<file path="src/rtl/rx_data_sampler_pkg.sv">
// Shared UART RX constants: legal oversampling ratios, idle line level and the
// three-sample majority vote used by the data sampler.
package rx_data_sampler_pkg;

   localparam int PKG_PRESCALE_W = 6;
   localparam int PKG_BIT_CNT_W  = 4;

   localparam logic [5:0] PRESC_8  = 6'd8;
   localparam logic [5:0] PRESC_16 = 6'd16;
   localparam logic [5:0] PRESC_32 = 6'd32;

   localparam logic IDLE_LEVEL = 1'b1;

   function automatic logic majority3(input logic a, input logic b, input logic c);
      return (a & b) | (b & c) | (a & c);
   endfunction

endpackage

</file>
<file path="src/rtl/rx_data_sampler_if.sv">
// Bus between the RX FSM / line and the oversampling data sampler.
interface rx_data_sampler_if
   import rx_data_sampler_pkg::*;
#(
   parameter int PRESCALE_W = PKG_PRESCALE_W,
   parameter int BIT_CNT_W  = PKG_BIT_CNT_W
);
   logic                  rx_in;
   logic [PRESCALE_W-1:0] prescale;
   logic                  sample_enable;
   logic                  sampled_data;
   logic                  sampled_valid;
   logic [PRESCALE_W-1:0] edge_cnt;
   logic [BIT_CNT_W-1:0]  bit_cnt;
   logic                  bit_done;
   logic                  prescale_err;

   modport master (
      output rx_in, prescale, sample_enable,
      input  sampled_data, sampled_valid, edge_cnt, bit_cnt, bit_done, prescale_err
   );

   modport slave (
      input  rx_in, prescale, sample_enable,
      output sampled_data, sampled_valid, edge_cnt, bit_cnt, bit_done, prescale_err
   );
endinterface

</file>
<file path="src/rtl/rx_data_sampler_sync2.sv">
// Two-flop synchroniser for the asynchronous serial line; reset level selectable.
module rx_sync2 #(
   parameter logic RST_VAL = 1'b1
) (
   input  logic clk,
   input  logic rst,
   input  logic d,
   output logic q
);
   logic meta_q;
   logic meta_d;
   logic sync_q;
   logic sync_d;

   // next-state of the two-stage pipeline
   always_comb begin
      meta_d = d;
      sync_d = meta_q;
   end

   // synchroniser flops
   always_ff @(posedge clk) begin
      if (rst) begin
         meta_q <= RST_VAL;
         sync_q <= RST_VAL;
      end else begin
         meta_q <= meta_d;
         sync_q <= sync_d;
      end
   end

   assign q = sync_q;
endmodule

</file>
<file path="src/rtl/rx_data_sampler.sv">
// UART RX oversampling front end: edge/bit counters, three mid-bit samples and a
// majority vote that yields one sampled_data bit with a one-cycle valid strobe per bit.
module rx_data_sampler
   import rx_data_sampler_pkg::*;
#(
   parameter int PRESCALE_W = PKG_PRESCALE_W,
   parameter int BIT_CNT_W  = PKG_BIT_CNT_W
) (
   input  logic               clk,
   input  logic               rst,
   rx_data_sampler_if.slave   bus
);
   logic                  rx_s;
   logic                  en_q,    en_d;
   logic [PRESCALE_W-1:0] plat_q,  plat_d;
   logic                  err_q,   err_d;
   logic [PRESCALE_W-1:0] edge_q,  edge_d;
   logic [BIT_CNT_W-1:0]  bit_q,   bit_d;
   logic                  s0_q,    s0_d;
   logic                  s1_q,    s1_d;
   logic                  s2_q,    s2_d;
   logic                  data_q,  data_d;
   logic                  valid_q, valid_d;
   logic                  done_q,  done_d;

   logic                  rise_s;
   logic [PRESCALE_W-1:0] p_eff_s;
   logic                  err_eff_s;
   logic [PRESCALE_W-1:0] half_s;
   logic [PRESCALE_W-1:0] pm1_s;
   logic                  wrap_s;
   logic [PRESCALE_W-1:0] edge_next_s;

   rx_sync2 #(.RST_VAL(IDLE_LEVEL)) u_sync (
      .clk (clk),
      .rst (rst),
      .d   (bus.rx_in),
      .q   (rx_s)
   );

   // prescale is taken live on the enable rising cycle so the first bit already counts with it
   always_comb begin
      rise_s    = bus.sample_enable & ~en_q;
      p_eff_s   = rise_s ? bus.prescale : plat_q;
      err_eff_s = rise_s ? ~((bus.prescale == PRESCALE_W'(PRESC_8))  ||
                             (bus.prescale == PRESCALE_W'(PRESC_16)) ||
                             (bus.prescale == PRESCALE_W'(PRESC_32)))
                         : err_q;
      half_s      = p_eff_s >> 1;
      pm1_s       = p_eff_s - PRESCALE_W'(1'b1);
      wrap_s      = (edge_q == pm1_s);
      edge_next_s = wrap_s ? PRESCALE_W'(1'b0) : edge_q + PRESCALE_W'(1'b1);

      en_d    = bus.sample_enable;
      plat_d  = p_eff_s;
      err_d   = err_eff_s;
      edge_d  = edge_q;
      bit_d   = bit_q;
      s0_d    = s0_q;
      s1_d    = s1_q;
      s2_d    = s2_q;
      data_d  = data_q;
      valid_d = 1'b0;
      done_d  = 1'b0;

      if (!bus.sample_enable) begin
         edge_d = PRESCALE_W'(1'b0);
         bit_d  = BIT_CNT_W'(1'b0);
         s0_d   = IDLE_LEVEL;
         s1_d   = IDLE_LEVEL;
         s2_d   = IDLE_LEVEL;
      end else if (err_eff_s) begin
         edge_d = PRESCALE_W'(1'b0);
         bit_d  = BIT_CNT_W'(1'b0);
      end else begin
         edge_d  = edge_next_s;
         bit_d   = wrap_s ? bit_q + BIT_CNT_W'(1'b1) : bit_q;
         done_d  = (edge_next_s == pm1_s);
         valid_d = (edge_next_s == half_s + PRESCALE_W'(1'b1));
         s0_d    = (edge_q == half_s - PRESCALE_W'(2'd2)) ? rx_s : s0_q;
         s1_d    = (edge_q == half_s - PRESCALE_W'(1'b1)) ? rx_s : s1_q;
         s2_d    = (edge_q == half_s) ? rx_s : s2_q;
         // third sample is still on rx_s in the cycle the vote is registered
         data_d  = valid_d ? majority3(s0_q, s1_q, rx_s) : data_q;
      end
   end

   // state and output registers
   always_ff @(posedge clk) begin
      if (rst) begin
         en_q    <= 1'b0;
         plat_q  <= PRESCALE_W'(PRESC_8);
         err_q   <= 1'b0;
         edge_q  <= PRESCALE_W'(1'b0);
         bit_q   <= BIT_CNT_W'(1'b0);
         s0_q    <= IDLE_LEVEL;
         s1_q    <= IDLE_LEVEL;
         s2_q    <= IDLE_LEVEL;
         data_q  <= IDLE_LEVEL;
         valid_q <= 1'b0;
         done_q  <= 1'b0;
      end else begin
         en_q    <= en_d;
         plat_q  <= plat_d;
         err_q   <= err_d;
         edge_q  <= edge_d;
         bit_q   <= bit_d;
         s0_q    <= s0_d;
         s1_q    <= s1_d;
         s2_q    <= s2_d;
         data_q  <= data_d;
         valid_q <= valid_d;
         done_q  <= done_d;
      end
   end

   assign bus.sampled_data  = data_q;
   assign bus.sampled_valid = valid_q;
   assign bus.edge_cnt      = edge_q;
   assign bus.bit_cnt       = bit_q;
   assign bus.bit_done      = done_q;
   assign bus.prescale_err  = err_q;
endmodule
</file>
<file path="src/flat_wrapper.sv">
// flat-port wrapper written by rule: the top's interface ports become plain ports
module rx_data_sampler_flat import rx_data_sampler_pkg::*;
#(
   parameter int PRESCALE_W = PKG_PRESCALE_W,
   parameter int BIT_CNT_W  = PKG_BIT_CNT_W
)
  (clk, rst, bus_rx_in, bus_prescale, bus_sample_enable, bus_sampled_data, bus_sampled_valid, bus_edge_cnt, bus_bit_cnt, bus_bit_done, bus_prescale_err);
  rx_data_sampler_if #(.PRESCALE_W(PRESCALE_W), .BIT_CNT_W(BIT_CNT_W)) bus_i ();
  input  logic clk;
  input  logic rst;
  input wire logic [$bits(bus_i.rx_in)-1:0] bus_rx_in;
  input wire logic [$bits(bus_i.prescale)-1:0] bus_prescale;
  input wire logic [$bits(bus_i.sample_enable)-1:0] bus_sample_enable;
  output wire logic [$bits(bus_i.sampled_data)-1:0] bus_sampled_data;
  output wire logic [$bits(bus_i.sampled_valid)-1:0] bus_sampled_valid;
  output wire logic [$bits(bus_i.edge_cnt)-1:0] bus_edge_cnt;
  output wire logic [$bits(bus_i.bit_cnt)-1:0] bus_bit_cnt;
  output wire logic [$bits(bus_i.bit_done)-1:0] bus_bit_done;
  output wire logic [$bits(bus_i.prescale_err)-1:0] bus_prescale_err;
  assign bus_i.rx_in = bus_rx_in;
  assign bus_i.prescale = bus_prescale;
  assign bus_i.sample_enable = bus_sample_enable;
  assign bus_sampled_data = bus_i.sampled_data;
  assign bus_sampled_valid = bus_i.sampled_valid;
  assign bus_edge_cnt = bus_i.edge_cnt;
  assign bus_bit_cnt = bus_i.bit_cnt;
  assign bus_bit_done = bus_i.bit_done;
  assign bus_prescale_err = bus_i.prescale_err;
  rx_data_sampler #(.PRESCALE_W(PRESCALE_W), .BIT_CNT_W(BIT_CNT_W)) u_core (.clk(clk), .rst(rst), .bus(bus_i));
endmodule
</file>
<file path="config.mk">
export PLATFORM = sky130hd
export DESIGN_NAME = rx_data_sampler_flat
export DESIGN_NICKNAME = d
export VERILOG_FILES = /design/src/rtl/rx_data_sampler_pkg.sv /design/src/rtl/rx_data_sampler_if.sv /design/src/rtl/rx_data_sampler_sync2.sv /design/src/rtl/rx_data_sampler.sv /design/src/flat_wrapper.sv
export SDC_FILE = /design/constraint.sdc
export NUM_CORES = 1
export LEC_CHECK = 0
export BUFFER_PORTS_ARGS = -buffer_cell sky130_fd_sc_hd__clkbuf_2
export CORE_AREA = 2 2 55 70
export CTS_CLUSTER_DIAMETER = 50
export CTS_CLUSTER_SIZE = 24
export DETAILED_ROUTE_END_ITERATION = 16
export DIE_AREA = 0 0 57 72
export PLACE_DENSITY = 0.77
export SETUP_SLACK_MARGIN = 0.1
export SLEW_MARGIN = 20
export SYNTH_ARGS = -nofsm -noshare
export SYNTH_HDL_FRONTEND = slang
export SYNTH_SLANG_ARGS = --single-unit
</file>
<file path="constraint.sdc">
create_clock -name clk -period 4.7 [get_ports clk]
set_clock_uncertainty 0.2 [all_clocks]
set_input_delay 0.235 -clock clk [delete_from_list [all_inputs] [get_ports clk]]
set_output_delay 0.235 -clock clk [all_outputs]
set_load 0.005 [all_outputs]
</file>
==> impl_metrics.py <==
metrics = {
    "outcome": {
        "status": "complete, no violations",
    },
    "clocking": {
        "cts_tree": "done",
        "numCtsBuffers": 3,
        "clockRootBuffer": "clkbuf_8",
        "clkTransAtPathRegs_ps": 90,
        "htreeDepth": 1,
        "cts_sinks": 25,
        "cts_buffer_depth": 2,
        "clk_latency_ps": 270,
        "cts_resized": 0,
    },
    "place": {
        "gp_congestion": 0.941,
        "placement.io_buffers": 23,
        "dp_hpwl_um": 3500,
    },
    "floorplanning": {
        "dieArea_um2": 4100,
        "fp.dieH_um": 72,
        "io_pins": 24,
        "num_rows": 24,
        "start_util": 0.556,
        "die_w_um": 57,
        "core_area_um2": 3420,
    },
    "synth": {
        "yosysWarnings": 0,
        "ys_ff_latch": 25,
        "synth-seq-area-share": 0.263,
        "synth_nets": 244,
        "netlist_instances": 228,
        "synth-main-ff-cell": "dfxtp_1",
        "netlist-cell-type-count": 52,
        "synth-edff-count": 0,
        "syn_area_um2": 1900,
        "synthArstFlopShare": 0,
        "avgSynthCellArea_um2": 8.35,
    },
    "grt": {
        "grt_usage": 0.236,
        "grt_pass1_wl_um": 7590,
        "top_usage_layer": "met2",
        "grt_start_max_net_pins": 15,
        "grt_use_met3": 0.0267,
        "antenna_found_initial": 0,
        "grtUsageMet2": 0.395,
        "first_global_vias": 1615,
        "met1_usage": 0.286,
        "grt.overflow.total": 0,
    },
    "pwr": {
        "p_leak_nw": 0.866,
        "ir_drop_uv": 168,
        "power_density_nw_per_um2": 251,
    },
    "setup_path": {
        "crit_chain": "nand2b_1 -> buf_4 -> mux2i_1 -> ha_1 -> a21bo_2 -> xnor2_1 -> a21oi_1 -> a211oi_1 -> a211o_1 -> and4_1",
        "arrival_ps": 3460,
        "critical_path.max_stage_delay_ps": 680,
        "worstPathRequired_ps": 4670,
        "ff2ff_path_depth": 10,
        "worst-path-max-fanout": 14,
        "critPathKind": "reg2reg",
        "crit_path_top_delay_cell": "mux2i_1",
        "crit_path_end_kind": "flip-flop",
        "start_kind": "flip-flop",
    },
    "drt": {
        "wl_per_cell_um": 15.6,
        "drt_first_iter_violations": 55,
        "routed_via_density": 5.90,
        "drt_wl_total_um": 4510,
        "dr.pass1.iters": 4,
        "via_count": 1704,
        "drcViolationCount": 0,
        "ant_nets": 0,
    },
    "worst_hold_path": {
        "hold_path_class": "in2reg",
        "worstHoldPathCells": 2,
    },
    "sta": {
        "worst_slew_pin_slew_ps": 747,
        "rsz0062_at_grt": "no",
        "setup_tns_ps": 0,
        "min_period_ps": 3490,
        "maxSlewHeadroom": 0.488,
        "hold-worst-slack_ps": 85.0,
        "finalSetupViolCount": 0,
        "slew_viol_final": 0,
        "hold_viol_final": 0,
        "fmax_ghz": 0.287,
        "period_share": 0.742,
    },
    "cells_and_area": {
        "multiInputGateArea_um2": 1340,
        "syn_to_final_growth_pct": 10.1,
        "layout_commonest_cell": "nor2_1",
        "diodes": 0,
        "fillers": 345,
        "layout.nets": 267,
        "seq_area_um2": 500,
        "drive_above_1_share": 0.168,
        "final_cell_mix": "nor2_1 (31), xnor2_1 (26), dfxtp_1 (25)",
    },
    "run": {
        "cap_violations": 0,
    },
}
==> final timing paths <==
| check | slack (ps) | from | end |
|---|---|---|---|
| min | 80 | rst | u_core.plat_q[1] |
| min reg2reg | 230 | u_core.u_sync.meta_q | u_core.u_sync.q |
| max reg2reg | 1210 | u_core.en_q | u_core.bus.bit_done |
| max | 1210 | u_core.en_q | u_core.bus.bit_done |
==> metrics by stage <==
stage | util | std cells | total power, mW | worst slack, ps | cell area [µm²]
final | 0.612 | 289 | 0.525 | 1210 | 2090
after global routing | 0.612 | 289 | 0.549 | 864 | 2090
after CTS | 0.612 | 289 | 0.525 | 1210 | 2090
after detailed placement | 0.596 | 284 | 0.394 | 1270 | 2040
after global placement | 0.596 | 284 | 0.392 | 1350 | 2040
after floorplan | - | 228 | 0.358 | 1430 | 1900
==> where the power goes <==
group / internal (mW) / total (mW) / leakage, nW / switching (mW)
clock network: 0.0608 / 0.132 / 0.0228 / 0.0710
registers: 0.218 / 0.225 / 0.204 / 0.00652
logic: 0.0701 / 0.168 / 0.639 / 0.0983
total: 0.349 / 0.525 / 0.866 / 0.176
==> cell type report <==
cell class	instances	area share
Inverter	8	0.0155
Tap cell	39	0.0233
Sequential cell	25	0.239
Clock buffer	4	0.0215
Timing Repair Buffer	25	0.0633
Multi-Input combinational cell	188	0.637
==> worst max-delay path, delay by kind of cell (launching register included) <==
family	cells	cell delay [ps]
and+or+nand+nor	2	280
xor gates and xnor gates	1	150
DFF	1	330
AOI/OAI and AO/OA	4	1120
muxes	1	680
adders and majority gates	1	360
buffers and inverters	1	250
==> kinds of logic (layout without fill, tap and decap cells) <==
| logic type | after synthesis | after routing | share of synthesized area |
|---|---|---|---|
| AND/OR/NAND/NOR | 93 | 93 | 0.240 |
| AO/OA/AOI/OAI | 41 | 41 | 0.158 |
| XOR/XNOR | 35 | 35 | 0.176 |
| flip-flops | 25 | 25 | 0.263 |
| buffers and inverters | 15 | 37 | 0.0355 |
| multiplexers | 13 | 13 | 0.0881 |
| adder cells (fa/ha/maj) | 6 | 6 | 0.0394 |
==> cells in the mapped netlist (2+ instances only) <==
| master | number | area, µm² |
|---|---|---|
| a211oi_1 | 4 | 30.0 |
| inv_1 | 6 | 22.5 |
| nand3_1 | 13 | 65.1 |
| ha_1 | 6 | 75.1 |
| nor3_1 | 6 | 30.0 |
| a21oi_1 | 9 | 45.0 |
| xnor3_1 | 2 | 45.0 |
| or3_1 | 4 | 25.0 |
| mux2i_1 | 7 | 70.1 |
| xor2_1 | 7 | 61.3 |
| and3_1 | 3 | 18.8 |
| o21ai_0 | 5 | 25.0 |
| mux2_2 | 2 | 22.5 |
| clkbuf_1 | 5 | 18.8 |
| or2_2 | 2 | 12.5 |
| nor4_1 | 2 | 12.5 |
| nor2_1 | 31 | 116 |
| mux2_4 | 2 | 30.0 |
| a21bo_2 | 2 | 20.0 |
| dfxtp_1 | 25 | 500 |
| xnor2_1 | 26 | 228 |
| nand2_1 | 16 | 60.1 |
| mux2i_4 | 2 | 45.0 |
| o211ai_1 | 3 | 22.5 |
| o22ai_1 | 4 | 25.0 |
| a31oi_1 | 3 | 18.8 |
| nand2b_1 | 6 | 37.5 |
==> per-layer routing <==
metal | routed length, µm | share of wire
met4 | 245 | 0.054
met2 | 2140 | 0.47
met3 | 183 | 0.041
met1 | 1940 | 0.43
met5 | 0 | 0
==> what timing repair did <==
item	CTS	global route
setup buffers	0	0
hold buffers	1	0
endpoints found under the hold margin	1	0
setup endpoints to repair	0	0
Power figures use the tool's default switching activity.
